<file path="src/rtl/axi_read_burst_sequencer.sv">
// AXI4 INCR read burst walker: one single-beat memory request per beat, one burst in flight.
// Latency: AR->mem_req 1 cycle, mem_ack->rvalid 1 cycle; an R beat held on rvalid stalls the walk until rready.
module axi_read_burst_sequencer #(
   parameter int                ADDR_W   = 32,
   parameter int                DATA_W   = 64,
   parameter int                ID_W     = 4,
   parameter logic [ADDR_W-1:0] MAX_ADDR = 'hFF
) (
   input  logic              clk,
   input  logic              rst,
   input  logic              arvalid,
   output logic              arready,
   input  logic [ADDR_W-1:0] araddr,
   input  logic [7:0]        arlen,
   input  logic [2:0]        arsize,
   input  logic [ID_W-1:0]   arid,
   output logic              mem_req,
   output logic [ADDR_W-1:0] mem_addr,
   output logic [2:0]        mem_size,
   input  logic              mem_ack,
   input  logic [DATA_W-1:0] mem_rdata,
   output logic              rvalid,
   input  logic              rready,
   output logic [DATA_W-1:0] rdata,
   output logic [1:0]        rresp,
   output logic              rlast,
   output logic [ID_W-1:0]   rid,
   output logic              busy
);

   typedef enum logic [1:0] {IDLE, ISSUE, RESP, ERR} state_t;

   localparam logic [1:0] RESP_OKAY   = 2'b00;
   localparam logic [1:0] RESP_SLVERR = 2'b10;

   state_t            state;
   state_t            state_nxt;
   logic [ADDR_W-1:0] cur_addr;
   logic [ADDR_W-1:0] next_addr;
   logic [7:0]        len;
   logic [7:0]        beat_cnt;
   logic [2:0]        size;
   logic              sticky_err;
   logic              next_err;
   logic              size_ok;
   logic              ar_hs;
   logic              r_hs;
   logic              ar_err;
   logic              last_beat;

   assign arready   = (state == IDLE);
   assign busy      = (state != IDLE);
   assign mem_req   = (state == ISSUE);
   assign mem_addr  = cur_addr;
   assign mem_size  = size;

   assign ar_hs     = arvalid & arready;
   assign r_hs      = rvalid & rready;
   assign ar_err    = (arsize > 3'd3) | (araddr > MAX_ADDR);
   assign last_beat = (beat_cnt == len);

   // An illegal size never moves the address; its beats are already sticky errors.
   assign size_ok   = (size <= 3'd3);
   assign next_addr = size_ok ? (cur_addr + (ADDR_W'(1) << size)) : cur_addr;
   assign next_err  = (next_addr > MAX_ADDR);

   always_ff @(posedge clk) begin
      if (rst) begin
         state <= IDLE;
      end else begin
         state <= state_nxt;
      end
   end

   always_comb begin
      state_nxt = state;
      case (state)
         IDLE: begin
            if (ar_hs) begin
               state_nxt = ar_err ? ERR : ISSUE;
            end
         end
         ISSUE: begin
            if (mem_ack) begin
               state_nxt = RESP;
            end
         end
         ERR: begin
            state_nxt = RESP;
         end
         RESP: begin
            if (r_hs) begin
               if (rlast) begin
                  state_nxt = IDLE;
               end else if (sticky_err | next_err) begin
                  state_nxt = ERR;
               end else begin
                  state_nxt = ISSUE;
               end
            end
         end
         default: state_nxt = IDLE;
      endcase
   end

   always_ff @(posedge clk) begin
      if (rst) begin
         cur_addr   <= '0;
         len        <= '0;
         size       <= '0;
         rid        <= '0;
         beat_cnt   <= '0;
         sticky_err <= 1'b0;
         rvalid     <= 1'b0;
         rdata      <= '0;
         rresp      <= RESP_OKAY;
         rlast      <= 1'b0;
      end else begin
         case (state)
            IDLE: begin
               if (ar_hs) begin
                  cur_addr   <= araddr;
                  len        <= arlen;
                  size       <= arsize;
                  rid        <= arid;
                  beat_cnt   <= '0;
                  sticky_err <= ar_err;
               end
            end
            ISSUE: begin
               if (mem_ack) begin
                  rdata  <= mem_rdata;
                  rresp  <= RESP_OKAY;
                  rvalid <= 1'b1;
                  rlast  <= last_beat;
               end
            end
            ERR: begin
               rdata      <= '0;
               rresp      <= RESP_SLVERR;
               rvalid     <= 1'b1;
               rlast      <= last_beat;
               sticky_err <= 1'b1;
            end
            RESP: begin
               if (r_hs) begin
                  rvalid <= 1'b0;
                  if (!rlast) begin
                     beat_cnt   <= beat_cnt + 8'd1;
                     cur_addr   <= next_addr;
                     sticky_err <= sticky_err | next_err;
                  end
               end
            end
            default: ;
         endcase
      end
   end

endmodule

</file>
<file path="config.mk">
export PLATFORM = sky130hd
export DESIGN_NAME = axi_read_burst_sequencer
export DESIGN_NICKNAME = d
export VERILOG_FILES = /design/src/rtl/axi_read_burst_sequencer.sv
export SDC_FILE = /design/constraint.sdc
export NUM_CORES = 1
export LEC_CHECK = 0
export ABC_AREA = 1
export CAP_MARGIN = 0
export CORE_MARGIN = 3
export CORE_UTILIZATION = 46
export CTS_CLUSTER_DIAMETER = 200
export CTS_CLUSTER_SIZE = 16
export DETAILED_ROUTE_END_ITERATION = 16
export PLACE_DENSITY = 0.78
export SYNTH_ARGS = -nofsm -noshare
export SYNTH_HDL_FRONTEND = slang
export SYNTH_SLANG_ARGS = --single-unit
</file>
<file path="constraint.sdc">
create_clock -name clk -period 4.19 [get_ports clk]
set_clock_uncertainty 0.1 [all_clocks]
set_input_delay 0.838 -clock clk [delete_from_list [all_inputs] [get_ports clk]]
set_output_delay 0.838 -clock clk [all_outputs]
set_load 0.03 [all_outputs]
</file>
==> results.py <==
metrics = {
    "sta": {
        "tightest_slew_ns": 1.12,
        "fin_crit_sh_pct": 78.6,
        "slew_violations": 0,
        "hold_viol_final": 0,
        "slew-limit-headroom_pct": 25.3,
        "finalSetupViolCount": 0,
        "rsz0062_at_grt": "no",
        "final.min_clock_period_ns": 3.29,
        "fmax_mhz": 304,
        "fin_tns_setup_ns": 0,
    },
    "yosys": {
        "seq_area_frac_synth_pct": 38.4,
        "syn_area_sq_um": 6530,
        "synth_common_cells": "nand2_1 (241), dfxtp_1 (125), a21oi_1 (115), nand3_1 (108), inv_1 (82)",
        "synth_seq_cells": 125,
        "synth_ff_type": "dfxtp_1",
        "async_reset_ff_share_pct": 0,
        "synth.avg_cell_area_sq_um": 6.74,
        "synthCells": 968,
        "yosysWarningCount": 0,
        "synth_largest_area_cell": "dfxtp_1",
        "synth_most_common_cell": "nand2_1",
        "synth_edf_count": 0,
        "synth_top_area_share_pct": 38.4,
        "syn-num-nets": 1094,
        "ys_types": 44,
        "synth_area_leaders": "dfxtp_1 (38%), nand2_1 (14%), a21oi_1 (8.8%)",
    },
    "place": {
        "io_buffer_count": 224,
        "placed_area_sq_um": 8820,
        "place_congestion": 0.977,
        "dp_hpwl_microns": 16300,
    },
    "cells_and_area": {
        "final_nets": 1292,
        "syn2layout_area_growth_pct": 43.5,
        "fin_area_sq_um": 9360,
        "drive_above_1_share_pct": 6.53,
        "antenna_cells": 0,
    },
    "clocking": {
        "cts_tree": "built",
        "cts_buffers": 17,
        "post_cts_buffers": 0,
        "clk_pin_slew_ns": 0.06,
        "cts_buffer_depth": 2,
        "h-tree-depth": 4,
        "numClockSinks": 125,
        "holdBufCountCts": 0,
        "clockRootBuffer": "clkbuf_16",
        "clk_latency_ns": 0.43,
        "post_cts_resized": 0,
    },
    "global_routing": {
        "grt_pass1_wl_microns": 36900,
        "antenna_found_initial": 0,
        "grt_pass1_vias": 7256,
        "grt_max_degree": 67,
        "track_usage_pct": 29.1,
        "overflow": 0,
    },
    "critical_path": {
        "cp-end-kind": "register",
        "path_max_fanout": 11,
        "required_ns": 4.37,
        "critPathLaunchType": "register",
        "criticalPathCategory": "register to register",
        "arrival_ns": 3.47,
    },
    "drt": {
        "antenna_left": 0,
        "drt-vias-per-instance": 5.47,
        "num_vias": 7414,
        "wl_per_cell_microns": 17.0,
        "drt_iter0_drc": 716,
        "drc": 0,
        "wirelength_microns": 23100,
        "dr.pass1.iters": 7,
    },
    "die": {
        "die_h_microns": 125,
        "die_w_microns": 125,
        "core_area_sq_um": 13600,
        "num_rows": 42,
        "dieArea_sq_um": 15700,
        "start_util_pct": 48.1,
        "io_pins": 226,
    },
    "power_and_ir_drop": {
        "leakagePower_nw": 3.64,
        "power_density_nw_per_um2": 595,
        "ir_drop_mv": 0.358,
    },
    "worst_hold_path": {
        "hp-class": "register to register",
    },
    "run": {
        "maxCapViolations": 0,
    },
    "run_status": {
        "outcome": "finished, final reports clean",
    },
}
[final timing paths]
kind                             from                endpoint  slack, ns  cells after the start
max          mem_size[2]$_SDFFE_PP0P_   state[1]$_SDFFE_PP0P_       0.90                     17
max reg2reg  mem_size[2]$_SDFFE_PP0P_   state[1]$_SDFFE_PP0P_       0.90                     17
min            rdata[58]$_SDFFE_PP0P_  rdata[58]$_SDFFE_PP0P_       0.36                      2
min reg2reg    rdata[58]$_SDFFE_PP0P_  rdata[58]$_SDFFE_PP0P_       0.36                      2
[critical path: stages, from the launching register on]
cell,delay [ns]
dfxtp_1,0.64
clkinv_2,0.22
nor3_1,0.28
ha_1,0.32
nand2_1,0.16
inv_1,0.06
a21oi_1,0.16
nand2_2,0.17
nand2_1,0.15
clkinv_1,0.11
nand4_1,0.08
nand2_1,0.08
nor2_1,0.15
nand2_1,0.07
nor2_1,0.08
nand2_1,0.08
o21bai_1,0.16
a21oi_1,0.08
[state kept, by name, summed over array words and instances (netlist names)]
| signal | flops |
|---|---|
| mem_addr | 32 |
| mem_size | 3 |
| state | 2 |
| rvalid | 1 |
| rresp | 1 |
| rdata | 64 |
| sticky_err | 1 |
| len | 8 |
| beat_cnt | 8 |
| rid | 4 |
| rlast | 1 |
[where the power goes]
part           leakage, nW  total, W  internal (W)  switching (W)
sequential            1.02   0.00171       0.00144       0.000272
combinational         2.35   0.00250      0.000894        0.00161
clock                0.267   0.00136      0.000802       0.000557
total                 3.64   0.00557       0.00313        0.00244
[area by class of cell]
type | instances | area [sq um]
Sequential cell | 125 | 2500
Tap cell | 176 | 220
Inverter | 93 | 350
Multi-Input combinational cell | 697 | 3460
Clock buffer | 23 | 478
Fill cell | 1191 | 4190
Timing Repair Buffer | 232 | 2290
Clock inverter | 9 | 62.6
[stage by stage]
stage                     total power, W  hold WS (ns)  util [%]  cells  setup slack (ns)
after floorplan                  0.00324         0.336         -    968              1.06
after global placement           0.00419         0.347      65.1   1323              1.06
after detailed placement         0.00420         0.352      65.1   1323              1.00
after CTS                        0.00556         0.360      69.1   1355             0.948
after global routing             0.00587         0.378      69.1   1355             0.574
final                            0.00557         0.358      69.1   1355             0.898
[logic make-up (layout without fill, tap and decap cells)]
logic type / after synthesis / count (layout) / share of synthesized area (%)
other cells: 1 / 1 / 0.0575
compound gates: 183 / 183 / 15.5
flops: 125 / 125 / 38.4
simple gates: 493 / 493 / 33.9
xor+xnor: 10 / 10 / 1.34
fa+ha+maj: 10 / 10 / 2.03
buf+inv: 146 / 357 / 8.80
[placed cells by master (no fill, tap or decap), drive strengths merged, types with 19 or more instances in the layout]
master and instances:
inv 91, clkbuf 23, dfxtp 125, clkdlybuf4s50 222
a22oi 19, nand2 250, nor2 74, o21ai 31
nand3 112, nor3 22, a21oi 115
[metal layers]
layer | up-vias | share of wire (%) | GRT usage, %
met2 | 360 | 48 | 48.8
met4 | 0 | 2.1 | 9.38
li1 | 3608 | - | -
met3 | 41 | 10 | 11.1
met1 | 3405 | 40 | 34.4
met5 | - | 0 | 0
(Power assumes the default switching activity.)
